[src/rtl/leaf_stream_packetizer.sv]
// Leaf user-stream transmitter: wraps operator words into BFT data packets.
// Credit-based flow control against the remote leaf's receive buffer.
module leaf_stream_packetizer #(
  parameter int PACKET_BITS           = 49,
  parameter int PAYLOAD_BITS          = 32,
  parameter int NUM_BRAM_ADDR_BITS    = 7,
  parameter int FREESPACE_UPDATE_SIZE = 64,
  parameter int SRC_LEAF              = 0,
  parameter int DEST_LEAF             = 1,
  parameter int DEST_PORT             = 2
) (
  input  logic                    clk,
  input  logic                    reset,
  input  logic [PAYLOAD_BITS-1:0] din_user2tx,
  input  logic                    vld_user2tx,
  output logic                    ack_tx2user,
  output logic [PACKET_BITS-1:0]  dout_tx2bft,
  input  logic [PACKET_BITS-1:0]  din_bft2tx,
  output logic                    credit_overflow
);

  localparam int AW = NUM_BRAM_ADDR_BITS;
  localparam int CW = AW + 1;
  localparam int SW = AW + 2;
  localparam logic [CW-1:0] DEPTH = CW'(1 << AW);

  localparam logic [0:0] RUN     = 1'b0;
  localparam logic [0:0] BLOCKED = 1'b1;

  logic [CW-1:0] credits;
  logic [AW-1:0] wr_addr;
  logic [0:0]    state;

  logic          xfer;
  logic          credit_pkt;
  logic [SW-1:0] cred_sum;
  logic [CW-1:0] cred_next;
  logic          cred_ovf;
  logic [0:0]    state_next;
  logic          unused_bft;

  assign unused_bft = ^{din_bft2tx[44:34], din_bft2tx[31:0]};

  assign xfer = vld_user2tx && ack_tx2user && (state == RUN);

  assign credit_pkt = din_bft2tx[48]
                   && (din_bft2tx[47:45] == 3'(SRC_LEAF))
                   && (din_bft2tx[33:32] == 2'b01);

  // Sum carries one extra bit so an over-grant is visible before saturation
  always_comb begin
    cred_sum = {1'b0, credits} - SW'(xfer);
    if (credit_pkt)
      cred_sum = cred_sum + SW'(FREESPACE_UPDATE_SIZE);
    cred_ovf  = cred_sum > SW'(DEPTH);
    cred_next = cred_ovf ? DEPTH : cred_sum[CW-1:0];
    state_next = (cred_next == '0) ? BLOCKED : RUN;
  end

  always_ff @(posedge clk) begin
    if (!reset) begin
      credits         <= DEPTH;
      wr_addr         <= '0;
      state           <= RUN;
      ack_tx2user     <= 1'b0;
      dout_tx2bft     <= '0;
      credit_overflow <= 1'b0;
    end else begin
      credits     <= cred_next;
      wr_addr     <= wr_addr + AW'(xfer);
      state       <= state_next;
      ack_tx2user <= (state_next == RUN);
      if (xfer)
        dout_tx2bft <= {1'b1, 3'(DEST_LEAF), 4'(DEST_PORT),
                        wr_addr, 2'b00, din_user2tx};
      else
        dout_tx2bft <= '0;
      if (cred_ovf)
        credit_overflow <= 1'b1;
    end
  end

endmodule

[config.mk]
export PLATFORM = sky130hd
export DESIGN_NAME = leaf_stream_packetizer
export DESIGN_NICKNAME = d
export VERILOG_FILES = /design/src/rtl/leaf_stream_packetizer.sv
export SDC_FILE = /design/constraint.sdc
export NUM_CORES = 1
export LEC_CHECK = 0
export BUFFER_PORTS_ARGS = -buffer_cell sky130_fd_sc_hd__buf_4
export CAP_MARGIN = 20
export CORE_MARGIN = 2
export CORE_UTILIZATION = 37
export DETAILED_ROUTE_END_ITERATION = 10
export PLACE_DENSITY = 0.72
export SYNTH_ARGS = -nofsm -noshare
export SYNTH_HDL_FRONTEND = slang
export SYNTH_SLANG_ARGS = --single-unit
[constraint.sdc]
create_clock -name clk -period 2.55 [get_ports clk]
set_input_delay 0.3825 -clock clk [delete_from_list [all_inputs] [get_ports clk]]
set_output_delay 0.3825 -clock clk [all_outputs]
set_load 0.005 [all_outputs]
=== Word-level counts from Yosys, hierarchy flattened ===
Cells that the tools add are included.

* $add $sub $neg: 3
* Mux-type cells: 4
* $lt $le $gt $ge: 1
* Reductions and logical operators: 7
* Eq/ne operators: 1
* Bitwise gates (word level): 2

{| class="wikitable"
|+ Operator list
! cell !! count
|-
| 2-to-1 mux 49 bit || 1
|-
| adder 9 x 7 -> 9 bit, second input constant || 1
|-
| greater-than comparator 9 x 8 -> 1 bit, second input constant || 1
|-
| 2-to-1 mux 9 bit || 1
|-
| subtractor 8 x 1 -> 9 bit || 1
|-
| logical NOT 8 bit || 1
|-
| 2-to-1 mux 8 bit || 1
|-
| adder 7 x 1 -> 7 bit || 1
|-
| logical AND 1 bit || 4
|-
| logical NOT 3 bit || 1
|-
| == test 2 x 1 -> 1 bit, second input constant || 1
|-
| NOT 1 bit || 2
|-
| AND reduction 2 bit || 1
|-
| 2-to-1 mux 1 bit || 1
|}

* Flip-flop bits (word level): 67
* Input bits: 84
* Output and inout port bits: 51

=== Depth between registers and ports, before layout ===
Gate-level depths: netlist of run 1.

* Depth in word-level cells: 10
* Gate-level depth with buffers: 12
* Depth with buffers taken out: 12

=== Worst setup path before layout of run 1 ===
No wires, ideal clock.

* Path kind: input port to flip-flop
* From: in vld_user2tx
* To: reg credit_overflow
* Data arrival time: 2.604 ns
* Cell stages on the path: 11
* Data required time: 2.435 ns
* Path buffers: 0
* Setup slack: -0.169 ns
* Cells stage by stage: nand2_1 nor2_1 ha_1 or4b_4 o21a_1 or2_2 ha_1 nand3b_1 o31a_1 o31a_4 o21a_1

* Word-level cells in the longest chain between the ends: 6

{| class="wikitable"
|+ Ends and longest elaborated chain
! what !! RTL line !! RTL
|-
| start: declaration || 15 || <nowiki>input logic vld_user2tx,</nowiki>
|-
| logical AND 1 bit (*) (2 in series) || 44 || <nowiki>assign xfer = vld_user2tx && ack_tx2user && (state == RUN);</nowiki>
|-
| via xfer || 34 || <nowiki>logic xfer;</nowiki>
|-
| subtractor 8 x 1 -> 9 bit (*) || 52 || <nowiki>cred_sum = {1'b0, credits} - SW'(xfer);</nowiki>
|-
| adder 9 x 7 -> 9 bit || 54 || <nowiki>cred_sum = cred_sum + SW'(FREESPACE_UPDATE_SIZE);</nowiki>
|-
| 2-to-1 mux 9 bit (*) || 53 || <nowiki>if (credit_pkt)</nowiki>
|-
| greater-than comparator 9 x 8 -> 1 bit (*) || 55 || <nowiki>cred_ovf = cred_sum > SW'(DEPTH);</nowiki>
|-
| end signal: assignment || 67 || <nowiki>credit_overflow <= 1'b0;</nowiki>
|-
| end signal: assignment || 79 || <nowiki>credit_overflow <= 1'b1;</nowiki>
|-
| end: declaration || 19 || <nowiki>output logic credit_overflow</nowiki>
|}

The timed path passes the listed nets; every way through them passes the cells marked *.
A chain may end at the register's enable or synchronous reset.

=== Final worst setup path of run 1 ===
* From: reg ack_tx2user
* To: reg credit_overflow

* Word-level cells in the longest chain between the ends: 6

{| class="wikitable"
|+ Ends and longest elaborated chain
! what !! RTL line !! RTL
|-
| start: declaration || 16 || <nowiki>output logic ack_tx2user,</nowiki>
|-
| start signal: assignment || 72 || <nowiki>ack_tx2user <= (state_next == RUN);</nowiki>
|-
| logical AND 1 bit (*) (2 in series) || 44 ||
|-
| via xfer || 34 ||
|-
| subtractor 8 x 1 -> 9 bit (*) || 52 ||
|-
| adder 9 x 7 -> 9 bit || 54 ||
|-
| 2-to-1 mux 9 bit (*) || 53 ||
|-
| greater-than comparator 9 x 8 -> 1 bit (*) || 55 ||
|}

Marks and branches as above.

==> flow_summary_export.csv, run 1 <==
group,metric,value,unit
clock_network,h-tree-depth,3,
worst_setup_path,reg2reg_depth,11,
finish,final_cell_mix,"buf_4, dfxtp_1, and2_1",
die,core_area,5205,um2
synth,synthCells,189,
routing,met2_length,1975,um
die,die-area,6089,um2
timing,hold_viol_final,0,
worst_setup_path,critPathRequiredTime,2770,ps
finish,fin_util,0.5933,
power_and_ir_drop,sw_frac_of_total,0.2607,
routing,drt_iter0_markers,39,
synth,synth-edff-count,0,
worst_hold_path,min_to,"dout_tx2bft[1]",
routing,drt-total-wl,4167,um
synth,synth_flop_cell,"dfxtp_1",
finish,final_cells,368,
synth,yosysWarningCount,0,
flow_run,drv_cap,0,
global_route,first_global_vias,1512,
worst_hold_path,hp-start,"din_user2tx[1]",
clock_network,cts_buffers,9,
timing,clock-skew-final,5.319,ps
worst_setup_path,end_kind,"flop",
routing,antenna_left,0,
routing,remaining_drc_errors,0,
routing,top_layer,"met4",
power_and_ir_drop,p_sw,0.0006012,W
worst_setup_path,r2r_slack,10,ps
worst_setup_path,crit_fanout,5,
finish,syn2layout_area_growth,52.25,%
power_and_ir_drop,p_clk_frac,0.337,
routing,drt_first_pass_iters,4,
routing,route.met3.wl,344,um
run_status,status,"completed",
placed_design,gp_congestion,0.7401,
finish,drive_gt1_frac,0.4497,
timing,fmax,394.4,MHz
clock_network,cts_hold_buf,0,
placed_design,dp_slack,-197.7,ps
finish,nFillCells,476,
worst_hold_path,whs_path_depth,2,
worst_setup_path,worstPathArrival,2760,ps
clock_network,clk_latency,330,ps
clock_network,clk_pin_slew_worst_paths,60,ps
global_route,gr-total-overflow,0,
synth,ys_types,32,
placed_design,dp.cells,346,
finish,diodes,0,
die,rows,26,
synth,syn_area,2028,um2
worst_setup_path,crit_type,"reg2reg",
worst_hold_path,hold_path.class,"in2reg",
synth,seq_area_frac_synth,0.5725,
clock_network,cts_tree,"yes",
clock_network,cts.sinks,58,
clock_network,root_buffer,"clkbuf_8",
synth,synthArstFlopShare,0,
finish,final_net_count,382,
worst_setup_path,reg2reg_to,"credit_overflow",
clock_network,clock_path_buffers,2,
placed_design,dp_hpwl,2981,um
timing,rsz0062_at_grt,"true",
global_route,grt_max_degree,41,
power_and_ir_drop,comb_power_share,0.228,
routing,vias_per_cell,4.307,
synth,synth_seq_cells,58,
timing,post-route-period-util,0.9942,
global_route,grt_pass1_wl,6679,um
timing,fin_crit,2535,ps
global_route,grt_use_total,0.1428,
timing,slew_viol_final,0,
power_and_ir_drop,p_leak,1.447,nW
die,pin_count,135,
routing,wl_per_cell,11.32,um
global_route,antenna_found_initial,0,
die,die_w,78.04,um
synth,avgSynthCellArea,10.73,um2
power_and_ir_drop,seq_power_share,0.435,
placed_design,io_buffers,84,
power_and_ir_drop,p_int,0.001705,W
finish,final_common_cell,"buf_4",
timing,layout_setup_ws,14.79,ps
die,start_util,0.3897,
die,die_y,78.04,um
worst_setup_path,critPathLaunchType,"flop",
routing,met1Wirelength,1736,um
routing,vias,1585,
worst_setup_path,timing.rr.start,"ack_tx2user",
power_and_ir_drop,cellPowerDensity,746.7,nW/um2
timing,finalSetupViolCount,0,
power_and_ir_drop,max-vdd-ir-drop,0.3437,mV
## worst max-delay path, stage by stage (launching register included)
cell and delay (ps):
dfxtp_2 350, nand2_4 60, nor2_4 100, ha_4 140
or4b_4 480, o21a_1 200, or2_4 230, ha_4 200
nand3b_1 190, o31a_1 160, o31a_4 140, o21a_1 170
## power by group through the flow
stage,Sequential [W],Combinational (W),Clock (W)
2_1_floorplan,0.00102,0.000275,0
3_3_place_gp,0.00102,0.000455,0
3_5_place_dp,0.00102,0.000471,0
4_1_cts,0.00100,0.000493,0.000813
5_1_grt,0.00101,0.000572,0.000852
6_report,0.00100,0.000527,0.000776
## timing repair
item                                    4_1_cts  5_1_grt
setup buffers                                 2        4
pin swaps                                     3        7
cloned                                        0        0
endpoints found under the setup margin       10       10
resized for setup                             3        5
## layout make-up
type | instances | area (um2) | area share
Timing Repair Buffer | 101 | 758.2 | 0.2455
Clock inverter | 4 | 25.02 | 0.008104
Multi-Input combinational cell | 120 | 878.3 | 0.2844
Tap cell | 70 | 87.58 | 0.02836
Sequential cell | 58 | 1162 | 0.3764
Clock buffer | 12 | 165.2 | 0.05348
Inverter | 3 | 11.26 | 0.003647
## cells in the mapped netlist (4+ instances only)
cell type	instances	area, um2
clkbuf_1	4	15.01
xnor2_1	8	70.07
xor2_1	5	43.79
dfxtp_1	58	1161
nor2_1	14	52.55
nor3_1	7	35.03
and2_1	42	262.8
nand3_1	6	30.03
ha_1	5	62.56
buf_4	10	75.07
## logic make-up (layout without fill, tap and decap cells)
group           after synthesis  count (layout)  share of synthesized area
simple gates                 87              87                     0.2517
flops                        58              58                     0.5725
buf+inv                      17             120                    0.04997
xor+xnor                     13              13                    0.05614
compound gates                8               8                    0.03701
fa+ha+maj                     5               5                    0.03085
other cells                   1               7                   0.001849
## per-layer routing
| metal | GRT usage | up-vias |
|---|---|---|
| met3 | 0.04828 | 11 |
| met1 | 0.1558 | 701 |
| met4 | 0.09474 | 0 |
| met5 | 0 | - |
| met2 | 0.2353 | 67 |
| li1 | - | 806 |
## sequential cells by signal (all words and copies together), names as in the netlist
name / cells
ack_tx2user: 1
dout_tx2bft: 40
credit_overflow: 1
state: 1
wr_addr: 7
credits: 8
## worst max path at each step
stage | from | end | slack, ps | cells past startpoint
after floorplan | vld_user2tx | credit_overflow | 6 | 11
after global placement | vld_user2tx | credit_overflow | -170 | 12
after detailed placement | vld_user2tx | credit_overflow | -200 | 12
after CTS | ack_tx2user | credit_overflow | -4 | 11
after global routing | ack_tx2user | state | -110 | 14
final | ack_tx2user | credit_overflow | 10 | 11
## stage by stage
step	hold slack, ps	TNS [ps]	instance area [um2]	total power (W)
after global routing	234.4	-651.0	3088	0.002433
after detailed placement	461.2	-1453	2806	0.001490
final	251.7	0	3088	0.002306
after global placement	461.3	-1208	2806	0.001473
after floorplan	436.7	0	2091	0.001293
after CTS	234.2	-3.671	3028	0.002306
No activity file was read; power rests on OpenSTA's default activity.
==> run 2, diff against run 1 <==
- ABC_AREA: not set -> 1
- CORE_UTILIZATION: 37 -> 39
- CTS_BUF_LIST: not set -> sky130_fd_sc_hd__clkbuf_4
- PLACE_DENSITY: 0.72 -> 0.74
==> run 2 against run 1 <==
First-iteration DRC count rose by 46%. Core utilization fell by 3.5 points. Clock power fell by 34%. Highest routed layer unchanged. Fmax rose by 12%. Critical endpoint is now state.
==> flow_summary_export.csv, run 2 <==
group,metric,value,unit
run_status,status,"completed",
routing,drt_iter0_markers,57,
synth,synthCells,271,
synth,synthTopCellsByArea,"dfxtp_1, nor2_1, inv_1, nand2_1, buf_4",
finish,biggestRegsByFlops,"dout_tx2bft (40), credits (8), wr_addr (7)",
synth,synthTopCellsByCount,"nor2_1, inv_1, dfxtp_1",
finish,final_area,2907,um2
routing,vias_per_cell,4.108,
global_route,grtUsageMet3,0.06744,
finish,regMostFlops,"dout_tx2bft",
timing,clock-skew-final,11.93,ps
finish,final_net_count,449,
global_route,grt_use_total,0.1459,
clock_network,clock_path_buffers,2,
routing,drt_first_pass_iters,4,
finish,diodes,0,
die,pin_count,135,
synth,synth.most_common_cell,"nor2_1",
clock_network,h-tree-depth,3,
worst_setup_path,reg2reg_to,"state",
worst_setup_path,crit_fanout,4,
worst_setup_path,end_kind,"flop",
global_route,grt_util_met1,0.1518,
power_and_ir_drop,p_total,0.002543,W
clock_network,postCtsSetupBuffers,0,
finish,final_common_cell,"buf_4",
timing,rsz0062_at_grt,"false",
worst_setup_path,critPathRequiredTime,2860,ps
global_route,use_met2,0.2543,
placed_design,placed_area,2800,um2
finish,syn2layout_area_growth,36.41,%
clock_network,cts_hold_buf,0,
finish,fin_util,0.5584,
synth,avgSynthCellArea,7.863,um2
routing,remaining_drc_errors,0,
die,die_y,77.92,um
worst_hold_path,hp-start,"din_user2tx[16]",
worst_setup_path,worstPathArrival,2580,ps
global_route,antenna_found_initial,0,
timing,post-route-period-util,0.8906,
worst_setup_path,timing.rr.start,"ack_tx2user",
synth,synth-edff-count,0,
power_and_ir_drop,cellPowerDensity,874.8,nW/um2
clock_network,clk_latency,380,ps
finish,final_cell_mix,"buf_4, nor2_1, inv_1",
synth,synth_top_area_frac,0.5449,
clock_network,clk_pin_slew_worst_paths,100,ps
worst_setup_path,reg2reg_depth,17,
synth,yosysWarningCount,0,
power_and_ir_drop,p_leak,1.544,nW
timing,finalSetupViolCount,0,
placed_design,gp_congestion,0.8157,
global_route,first_global_vias,1764,
die,rows,26,
die,die-area,6071,um2
placed_design,dp_hpwl,3178,um
finish,drive_gt1_frac,0.3068,
power_and_ir_drop,max-vdd-ir-drop,0.4066,mV
timing,slew_viol_final,0,
global_route,gr-total-overflow,0,
global_route,grt_max_degree,41,
synth,synthArstFlopShare,0,
worst_hold_path,whs_path_depth,3,
routing,vias,1787,
synth,synth_top_area_cell,"dfxtp_1",
worst_hold_path,min_to,"dout_tx2bft[16]",
synth,synth_seq_cells,58,
clock_network,cts_buffers,9,
timing,fin_crit,2271,ps
timing,fin_setup_tns,0,ps
worst_setup_path,crit_type,"reg2reg",
die,die_w,77.92,um
global_route,busiest_layer,"met2",
global_route,grt_pass1_wl,7010,um
routing,antenna_left,0,
routing,drt-total-wl,4137,um
clock_network,cts.sinks,58,
clock_network,root_buffer,"clkbuf_4",
placed_design,io_buffers,84,
worst_setup_path,critPathLaunchType,"flop",
worst_hold_path,hold_path.class,"in2reg",
timing,fmax,440.3,MHz
routing,wl_per_cell,9.510,um
synth,ys_types,22,
worst_setup_path,r2r_slack,280,ps
die,start_util,0.4094,
synth,syn_area,2131,um2
timing,hold_viol_final,0,
clock_network,cts_tree,"yes",
synth,seq_area_frac_synth,0.5449,
die,core_area,5205,um2
synth,synth_flop_cell,"dfxtp_1",
finish,largest_reg_flops,40,
flow_run,drv_cap,0,
finish,nFillCells,503,
run 2: changes by cell type in the layout (fill, tap and decap cells not counted), moves of 4 or more:
cell | before | now
clkbuf_4 | 0 | 9
clkbuf_8 | 12 | 0
a21oi_1 | 1 | 5
buf_4 | 101 | 86
clkinv_1 | 0 | 5
nand2_1 | 1 | 29
inv_1 | 3 | 59
and2_1 | 42 | 0
xnor2_1 | 6 | 0
nand2_2 | 1 | 7
nor2_1 | 12 | 61
run 2: cell families (layout without fill, tap and decap cells):
kind of cell,count (synthesis),count (layout),share of synthesized area
simple gates,121,121,0.2443
buf+inv,75,163,0.1480
flops,58,58,0.5449
compound gates,9,9,0.02349
fa+ha+maj,5,5,0.02936
xor+xnor,2,2,0.008222
other cells,1,7,0.001760
run 2: area by class of cell:
class / instances / area (um2) / area share
repair buffers: 86 / 645.6 / 0.2221
inverters: 61 / 229.0 / 0.07878
clock buffers: 9 / 67.56 / 0.02325
multi-input cells: 144 / 679.4 / 0.2337
flip-flops and latches: 58 / 1161 / 0.3995
clock inverters: 7 / 36.28 / 0.01248
well taps: 70 / 87.58 / 0.03013
run 2: timing repair:
| action | in CTS | in global routing |
|---|---|---|
| hold endpoints to repair | 0 | 0 |
| resized for setup | 0 | 1 |
| setup endpoints to repair | 0 | 1 |
run 2: worst max-delay path by stage:
| stage | startpoint | endpoint | slack [ps] |
|---|---|---|---|
| 2_1_floorplan | vld_user2tx | state | 440 |
| 3_3_place_gp | vld_user2tx | state | 170 |
| 3_5_place_dp | vld_user2tx | state | 130 |
| 4_1_cts | ack_tx2user | state | 190 |
| 5_1_grt | ack_tx2user | state | 70 |
| 6_report | ack_tx2user | state | 280 |
run 2: worst max-delay path: stages (launching register included):
cell and delay, ps:
dfxtp_1 360, nand2_1 70, nor2_2 140, ha_1 230
ha_1 210, nand4_1 130, nand2_1 120, ha_1 160
inv_1 40, nor2_1 100, nand2_1 70, nand2_2 100
nand2_1 70, nor2_2 120, nand4_1 100, clkinv_1 70
nand2_1 50, nor2_1 70
run 2: power breakdown:
part	leakage (nW)	switching (W)	total [W]	internal (W)
sequential	0.471	0.0000721	0.00110	0.00103
clock	0.0542	0.000323	0.000509	0.000187
combinational	1.02	0.000540	0.000931	0.000391
total	1.54	0.000935	0.00254	0.00161
run 2: routing by layer:
| layer | vias to the layer above | wire length [um] | share of wire |
|---|---|---|---|
| met5 | - | 0 | 0 |
| met2 | 58 | 2034 | 0.49 |
| met1 | 761 | 1673 | 0.40 |
| met3 | 8 | 360 | 0.087 |
| met4 | 0 | 69 | 0.017 |
| li1 | 960 | - | - |
run 2: per-stage QoR:
stage               cells  hold slack (ps)  setup slack [ps]
floorplan             277            412.7             437.9
global placement      419            425.4             166.4
detailed placement    419            440.4             132.4
CTS                   435            175.7             193.2
global route          435            187.2             67.41
finish                435            212.0             278.9
